## src/rtl/cfu_pkg.sv

```systemverilog
// Shared definitions for the control flow unit: opcodes, IR field
// positions and the FSM state encoding.
package cfu_pkg;

  localparam logic [3:0] OP_BEQ              = 4'hB;
  localparam logic [3:0] OP_BNE              = 4'hC;
  localparam logic [3:0] OP_JMP              = 4'hD;
  localparam logic [3:0] DEFAULT_HALT_OPCODE = 4'hF;

  // Instruction register field positions
  localparam int OPC_MSB   = 15;
  localparam int OPC_LSB   = 12;
  localparam int RS_MSB    = 11;
  localparam int RS_LSB    = 9;
  localparam int RT_MSB    = 8;
  localparam int RT_LSB    = 6;
  localparam int IMM6_MSB  = 5;
  localparam int IMM12_MSB = 11;

  typedef enum logic [2:0] {
    ST_FETCH  = 3'd0,
    ST_WAIT   = 3'd1,
    ST_EXEC   = 3'd2,
    ST_HALTED = 3'd3,
    ST_FAULT  = 3'd4
  } cfu_state_e;

  function automatic logic [3:0] opcode_of(input logic [15:0] ir);
    return ir[OPC_MSB:OPC_LSB];
  endfunction

endpackage

```

## src/rtl/cfu_decode.sv

```systemverilog
// Combinational decode of the latched instruction. Produces the PC
// advance, taken strobes, instruction-valid pulse and halt indication;
// all outputs are zero outside the execute cycle.
module cfu_decode
  import cfu_pkg::*;
#(
  parameter logic [3:0] HALT_OPCODE = DEFAULT_HALT_OPCODE
) (
  input  logic        exec_i,
  input  logic [15:0] ir_i,
  input  logic [15:0] rs_data_i,
  input  logic [15:0] rt_data_i,
  output logic        pc_advance_o,
  output logic        branch_taken_o,
  output logic        jump_taken_o,
  output logic        instr_valid_o,
  output logic        halt_o
);

  logic [3:0] opc;
  logic       operands_eq;

  assign opc         = opcode_of(ir_i);
  assign operands_eq = (rs_data_i == rt_data_i);

  // Halt takes priority so a HALT_OPCODE overlapping a branch opcode still stops
  always_comb begin
    pc_advance_o   = 1'b0;
    branch_taken_o = 1'b0;
    jump_taken_o   = 1'b0;
    instr_valid_o  = 1'b0;
    halt_o         = 1'b0;
    if (exec_i) begin
      if (opc == HALT_OPCODE) begin
        halt_o = 1'b1;
      end else begin
        pc_advance_o  = 1'b1;
        instr_valid_o = 1'b1;
        case (opc)
          OP_JMP:  jump_taken_o   = 1'b1;
          OP_BEQ:  branch_taken_o = operands_eq;
          OP_BNE:  branch_taken_o = ~operands_eq;
          default: ;
        endcase
      end
    end
  end

endmodule

```

## src/rtl/control_flow_unit.sv

```systemverilog
// Control flow unit: fetches the instruction at the current PC, latches it,
// resolves JMP/BEQ/BNE/HALT and drives the PC clock enable and taken strobes.
// Optional build macro CFU_STATS_EN adds saturating taken-branch and
// taken-jump counters on branch_count_po / jump_count_po.
module control_flow_unit
  import cfu_pkg::*;
#(
  parameter int unsigned TIMEOUT_CYCLES = 64,
  parameter logic [3:0]  HALT_OPCODE    = DEFAULT_HALT_OPCODE
) (
  input  logic        clk_pi,
  input  logic        reset_pi,
  input  logic [15:0] pc_pi,
  output logic        imem_req_po,
  output logic [15:0] imem_addr_po,
  input  logic        imem_valid_pi,
  input  logic [15:0] imem_data_pi,
  output logic [2:0]  rs_addr_po,
  output logic [2:0]  rt_addr_po,
  input  logic [15:0] rs_data_pi,
  input  logic [15:0] rt_data_pi,
  output logic        pc_advance_po,
  output logic        branch_taken_po,
  output logic [5:0]  branch_immediate_po,
  output logic        jump_taken_po,
  output logic [11:0] jump_immediate_po,
  output logic [15:0] instr_po,
  output logic        instr_valid_po,
  output logic        halted_po,
`ifdef CFU_STATS_EN
  output logic [15:0] branch_count_po,
  output logic [15:0] jump_count_po,
`endif
  output logic        fault_po
);

  localparam int CNT_W = (TIMEOUT_CYCLES < 2) ? 1 : $clog2(TIMEOUT_CYCLES + 1);
  localparam bit TIMEOUT_EN = (TIMEOUT_CYCLES != 0);

  cfu_state_e       state_q;
  logic [15:0]      ir_q;
  logic [CNT_W-1:0] wait_cnt_q;
  logic [CNT_W-1:0] wait_cnt_d;
  logic             req_q;
  logic             halted_q;
  logic             fault_q;
  logic             timeout_hit;

  logic dec_advance;
  logic dec_branch;
  logic dec_jump;
  logic dec_valid;
  logic dec_halt;

  cfu_decode #(
    .HALT_OPCODE(HALT_OPCODE)
  ) u_decode (
    .exec_i        (state_q == ST_EXEC),
    .ir_i          (ir_q),
    .rs_data_i     (rs_data_pi),
    .rt_data_i     (rt_data_pi),
    .pc_advance_o  (dec_advance),
    .branch_taken_o(dec_branch),
    .jump_taken_o  (dec_jump),
    .instr_valid_o (dec_valid),
    .halt_o        (dec_halt)
  );

  assign wait_cnt_d  = wait_cnt_q + CNT_W'(1);
  assign timeout_hit = TIMEOUT_EN && (wait_cnt_d == CNT_W'(TIMEOUT_CYCLES));

  // Fetch/execute sequencer; request, halted and fault flags are registered with the state
  always_ff @(posedge clk_pi) begin
    if (reset_pi) begin
      state_q    <= ST_FETCH;
      ir_q       <= '0;
      wait_cnt_q <= '0;
      req_q      <= 1'b1;
      halted_q   <= 1'b0;
      fault_q    <= 1'b0;
    end else begin
      case (state_q)
        ST_FETCH: begin
          wait_cnt_q <= '0;
          state_q    <= ST_WAIT;
        end
        ST_WAIT: begin
          if (imem_valid_pi) begin
            ir_q    <= imem_data_pi;
            req_q   <= 1'b0;
            state_q <= ST_EXEC;
          end else begin
            wait_cnt_q <= wait_cnt_d;
            if (timeout_hit) begin
              req_q   <= 1'b0;
              fault_q <= 1'b1;
              state_q <= ST_FAULT;
            end
          end
        end
        ST_EXEC: begin
          if (dec_halt) begin
            halted_q <= 1'b1;
            state_q  <= ST_HALTED;
          end else begin
            req_q   <= 1'b1;
            state_q <= ST_FETCH;
          end
        end
        ST_HALTED, ST_FAULT: ;
        default: begin
          req_q   <= 1'b0;
          fault_q <= 1'b1;
          state_q <= ST_FAULT;
        end
      endcase
    end
  end

  assign imem_req_po         = req_q;
  assign imem_addr_po        = req_q ? pc_pi : 16'h0000;
  assign rs_addr_po          = ir_q[RS_MSB:RS_LSB];
  assign rt_addr_po          = ir_q[RT_MSB:RT_LSB];
  assign branch_immediate_po = ir_q[IMM6_MSB:0];
  assign jump_immediate_po   = ir_q[IMM12_MSB:0];
  assign instr_po            = ir_q;
  assign pc_advance_po       = dec_advance;
  assign branch_taken_po     = dec_branch;
  assign jump_taken_po       = dec_jump;
  assign instr_valid_po      = dec_valid;
  assign halted_po           = halted_q;
  assign fault_po            = fault_q;

`ifdef CFU_STATS_EN
  logic [15:0] branch_cnt_q;
  logic [15:0] branch_cnt_d;
  logic [15:0] jump_cnt_q;
  logic [15:0] jump_cnt_d;

  // Saturating increments on taken branch / jump
  always_comb begin
    branch_cnt_d = branch_cnt_q;
    jump_cnt_d   = jump_cnt_q;
    if (dec_branch && (branch_cnt_q != 16'hFFFF)) branch_cnt_d = branch_cnt_q + 16'd1;
    if (dec_jump && (jump_cnt_q != 16'hFFFF))     jump_cnt_d   = jump_cnt_q + 16'd1;
  end

  // Statistics registers, cleared by reset
  always_ff @(posedge clk_pi) begin
    if (reset_pi) begin
      branch_cnt_q <= '0;
      jump_cnt_q   <= '0;
    end else begin
      branch_cnt_q <= branch_cnt_d;
      jump_cnt_q   <= jump_cnt_d;
    end
  end

  assign branch_count_po = branch_cnt_q;
  assign jump_count_po   = jump_cnt_q;
`endif

endmodule

```

## config.mk

```make
export PLATFORM = sky130hd
export DESIGN_NAME = control_flow_unit
export DESIGN_NICKNAME = d
export VERILOG_FILES = /design/src/rtl/cfu_pkg.sv /design/src/rtl/cfu_decode.sv /design/src/rtl/control_flow_unit.sv
export SDC_FILE = /design/constraint.sdc
export NUM_CORES = 1
export LEC_CHECK = 0
export CAP_MARGIN = 20
export CORE_UTILIZATION = 34
export DETAILED_ROUTE_END_ITERATION = 6
export PLACE_DENSITY = 0.8
export SLEW_MARGIN = 25
export SYNTH_ARGS = -nofsm -noshare
export SYNTH_HDL_FRONTEND = slang
export SYNTH_SLANG_ARGS = --single-unit
```

## constraint.sdc

```tcl
create_clock -name clk_pi -period 2.16 [get_ports clk_pi]
set_clock_uncertainty 0.05 [all_clocks]
set_input_delay 0.54 -clock clk_pi [delete_from_list [all_inputs] [get_ports clk_pi]]
set_output_delay 0.54 -clock clk_pi [all_outputs]
set_load 0.01 [all_outputs]
```

==> results by stage <==
Timing:
- For the final routed database, the setup TNS stands at -140 ps.
- The final setup slack of the worst path is -140 ps.
- The highest attainable clock frequency is 435 MHz.
- At the pin with the least slew margin, the transition time is 534 ps.
- Setup repair after global routing could not meet its margin everywhere.
- The shortest period the worst path allows is 2300 ps.
- The share of the cycle needed by the critical path after routing is 106%.
- The number of hold violations in the final report is 0.
- The count of pins over their slew limit is 0.
- The worst max-slew margin expressed relative to the limit is 64.3%.
- Setup violations remaining at the end of the flow were counted as 1.

Synthesis:
- The synthesized design contains 29 register bits.
- The portion of the post-synthesis area used by sequential elements is 32.8%.
- The synthesized cell area is 1770 sq um.
- Counting flops with an async set or reset pin after synthesis yields a share of 0%.
- The top cell type by area accounts for 32.8% of the synthesized area.
- The largest total area in the synthesized netlist belongs to sky130_fd_sc_hd__dfxtp_1.
- The post-synthesis net count is 297.
- After synthesis, the netlist uses 41 different library cells.
- In this run the mean area of a mapped cell was 7.74 sq um.
- By area the synthesized netlist is led by sky130_fd_sc_hd__dfxtp_1 (33%), sky130_fd_sc_hd__buf_4 (11%), sky130_fd_sc_hd__nand2_1 (8.1%).
- The number of flops mapped to enable cells by yosys is 0.
- The most instantiated flip-flop cell in the synthesis netlist is sky130_fd_sc_hd__dfxtp_1.
- Synthesis handed over a netlist of 229 instances.
- The number of synthesis warnings is 0.

Placed design:
- The standard cell area after detailed placement is 3010 sq um.
- The congestion estimate from routability-driven global placement came to 0.792.
- The half-perimeter wire length after placement is 4.79 mm.
- The number of placed instances with taps included is 399.
- During placement, the flow inserted port buffers numbering 129.

Power:
- The internal cell power is 0.00106 W.
- Sequential cells account for 39.7% of the total power.
- In this run the power density over the cells is 494 nW/um^2.
- The combinational share of power is 31.2%.
- Summed over all cells, the static leakage comes to 1.22 nW.
- The power spent charging and discharging nets is 0.000434 W.
- Net switching is 29.1% of the power.
- The part of the total power dissipated in the clock network is 29.1%.
- VDD sags by at most 0.442 mV.

Worst setup path:
- The arrival time of the worst setup path is 1710 ps.
- The signal on the critical path passes through buf_6 -> xor2_1 -> nor4_2 -> buf_4 -> nand4_1 -> mux2i_1 -> buf_2.
- Data on the critical path is required at its endpoint by 1570 ps.
- For this design, the slowest cell found on the critical path is sky130_fd_sc_hd__nor4_2.
- By startpoint and endpoint, the worst setup path is classified as input port to output pin.
- The worst setup path is captured at an output pin.
- The maximum cell stage delay along the critical path is 290 ps.
- The worst setup path is launched from an input port.
- The worst-path maximum fanout is 1.

Clock tree:
- At the later pin of the worst-skew pair, clock insertion delay measures 280 ps.
- The clock-pin slew reported for the worst setup and hold paths after clock tree synthesis is 60 ps.
- The deepest level of the CTS H-tree is 2.
- In this run the deepest clock path goes through 2 buffers.
- The TritonCTS clock tree is done.
- The tree is rooted in a sky130_fd_sc_hd__clkbuf_8.
- The number of buffers added by the clock tree synthesis step is 5.
- In this run, post-CTS hold repair placed 0 buffers.
- The TritonCTS sink count is 29.

Die:
- The floorplan die area is 5500 sq um.
- The I/O pin count is 130.
- The horizontal extent of the die is 74.2 microns.
- The floorplan has 25 rows.
- The initial utilization of the core area, before any placement, comes to 36.3%.
- In this run the standard cell core region covers 4880 sq um.
- From bottom edge to top edge, the die measures 74.2 microns.

Final layout:
- The number of antenna diodes in the final layout is 0.
- The finished layout holds 407 standard cells, fillers aside.
- The growth of design area from synthesis to finish is 70.3%.
- The number of nets in the final layout is 407.
- Of the cells placed in the final design, the portion with a size suffix greater than 1 is 16.2%.
- After routing the design area is 3020 sq um.

Global route:
- The global-route congestion overflow total is 0.
- The first global-routing pass estimated 8.37 mm of wire.
- Entering global routing, the biggest net connects 20 pins.
- The number of antenna violations at the first check in global routing was 0.
- The total routing usage reported by global routing is 20.0%.
- The number of global-route vias before repair was 1,774.

Routing:
- After detailed routing, the number of remaining DRC violations is 0.
- The first detailed-routing pass ran for 4 iterations.
- The post-detailed-routing wire length is 5.86 mm.
- The residual antenna-violating net count after detailed routing is 0.
- The number of design-rule violations left by the first detailed-router iteration is 33.
- Dividing the detail-routed wire length by the instance count gives 14.4 microns.
- The routed via count is 1,936.
- The per-cell via count in the routed design is 4.76.

Run:
- The max-capacitance violation count is 0.

Status:
- The flow ran to the end, but the final reports show violations.
- The checks that failed: negative setup slack.

Min path:
- The min-delay analysis places its worst path in the category flop to flop.
## power by group through the flow
stage          Sequential [W]  Clock (W)  Combinational [W]
2_1_floorplan        0.000602          0           0.000201
3_3_place_gp         0.000600          0           0.000491
3_5_place_dp         0.000603          0           0.000502
4_1_cts              0.000591   0.000446           0.000465
5_1_grt              0.000597   0.000464           0.000502
6_report             0.000591   0.000433           0.000465
## kinds of logic (layout without fill, tap and decap cells)
group,after synthesis,count (layout),synth area share (%)
xor+xnor,16,16,7.91
flops,29,29,32.8
buf+inv,41,152,14.6
fa+ha+maj,1,1,0.706
simple gates,95,95,28.0
compound gates,46,46,15.5
mux,1,1,0.565
## layer usage
layer / wire length [microns] / part of all wire [%] / global-route usage, % / vias to the layer above
li1: - / - / - / 974
met1: 2250 / 38 / 20.4 / 877
met2: 3050 / 52 / 38.7 / 74
met3: 471 / 8.0 / 6.23 / 11
met4: 82 / 1.4 / 5.77 / 0
met5: 0 / 0 / 0 / -
## metrics by stage
step	utilization [%]	hold WS, ps	total power (W)	worst slack (ps)
floorplan	-	414	0.000804	123
global placement	61.6	398	0.00109	-960
detailed placement	61.6	405	0.00110	-1050
CTS	61.5	421	0.00150	-167
global route	61.8	443	0.00156	-208
finish	61.8	421	0.00149	-140
## worst max-delay path: cells and delay by family
kind,cells,cell delay [ps]
XOR/XNOR,1,160
multiplexers,1,200
buffers and inverters,3,410
AND/OR/NAND/NOR,2,400
## final timing paths
path | startpoint | to | slack (ps) | cells past startpoint
hold reg to reg | halted_po | halted_po | 420 | 2
hold / removal | halted_po | halted_po | 420 | 2
setup reg to reg | state_q[2] | state_q[0] | 340 | 5
setup / recovery | rt_data_pi[9] | branch_taken_po | -140 | 7
## flip-flops by register name (all words and copies together) (netlist names)
register,count
imem_req_po,1
wait_cnt_q,7
instr_po,16
fault_po,1
state_q,3
halted_po,1
## Yosys cell counts, types with 3 or more instances
cell type / number
sky130_fd_sc_hd__buf_2: 3
sky130_fd_sc_hd__clkbuf_1: 10
sky130_fd_sc_hd__nor2_1: 9
sky130_fd_sc_hd__dfxtp_1: 29
sky130_fd_sc_hd__nor2b_1: 3
sky130_fd_sc_hd__o21ai_0: 5
sky130_fd_sc_hd__buf_4: 25
sky130_fd_sc_hd__nand3_1: 3
sky130_fd_sc_hd__a21oi_1: 25
sky130_fd_sc_hd__and2_1: 18
sky130_fd_sc_hd__nor3b_1: 5
sky130_fd_sc_hd__nor4_1: 4
sky130_fd_sc_hd__xor2_1: 16
sky130_fd_sc_hd__nand2_1: 38
## cells in the final DEF (no fill, tap or decap), types with 2 or more instances in the layout
cell,n
sky130_fd_sc_hd__buf_4,12
sky130_fd_sc_hd__o21ai_0,5
sky130_fd_sc_hd__nor4_2,2
sky130_fd_sc_hd__nand3_1,3
sky130_fd_sc_hd__buf_2,18
sky130_fd_sc_hd__dlygate4sd2_1,21
sky130_fd_sc_hd__a211o_1,2
sky130_fd_sc_hd__a211oi_1,2
sky130_fd_sc_hd__nor3b_1,4
sky130_fd_sc_hd__dfxtp_1,28
sky130_fd_sc_hd__a311oi_1,2
sky130_fd_sc_hd__and2_1,18
sky130_fd_sc_hd__xor2_1,15
sky130_fd_sc_hd__buf_6,6
sky130_fd_sc_hd__nand4_1,2
sky130_fd_sc_hd__nor3_1,2
sky130_fd_sc_hd__nor2b_1,2
sky130_fd_sc_hd__clkdlybuf4s15_1,5
sky130_fd_sc_hd__clkdlybuf4s50_1,77
sky130_fd_sc_hd__and3_1,2
sky130_fd_sc_hd__clkinv_2,2
sky130_fd_sc_hd__clkbuf_2,2
sky130_fd_sc_hd__inv_1,2
sky130_fd_sc_hd__o22ai_1,2
sky130_fd_sc_hd__clkbuf_8,5
sky130_fd_sc_hd__nand4b_1,2
sky130_fd_sc_hd__a21oi_1,25
sky130_fd_sc_hd__nor2_1,9
sky130_fd_sc_hd__nand2_1,38
## final cells by class
| class | count | area, sq um |
|---|---|---|
| Clock inverter | 3 | 17.5 |
| Tap cell | 67 | 83.8 |
| Inverter | 2 | 7.51 |
| Clock buffer | 5 | 68.8 |
| Timing Repair Buffer | 142 | 1280 |
| Fill cell | 448 | 1860 |
| Multi-Input combinational cell | 159 | 975 |
| Sequential cell | 29 | 582 |
## repair_timing
item / CTS / global route
gates resized for setup: 124 / 9
pin swaps: 21 / 6
setup buffers: 0 / 0
endpoints found under the setup margin: 20 / 4
(Power assumes the default switching activity.)
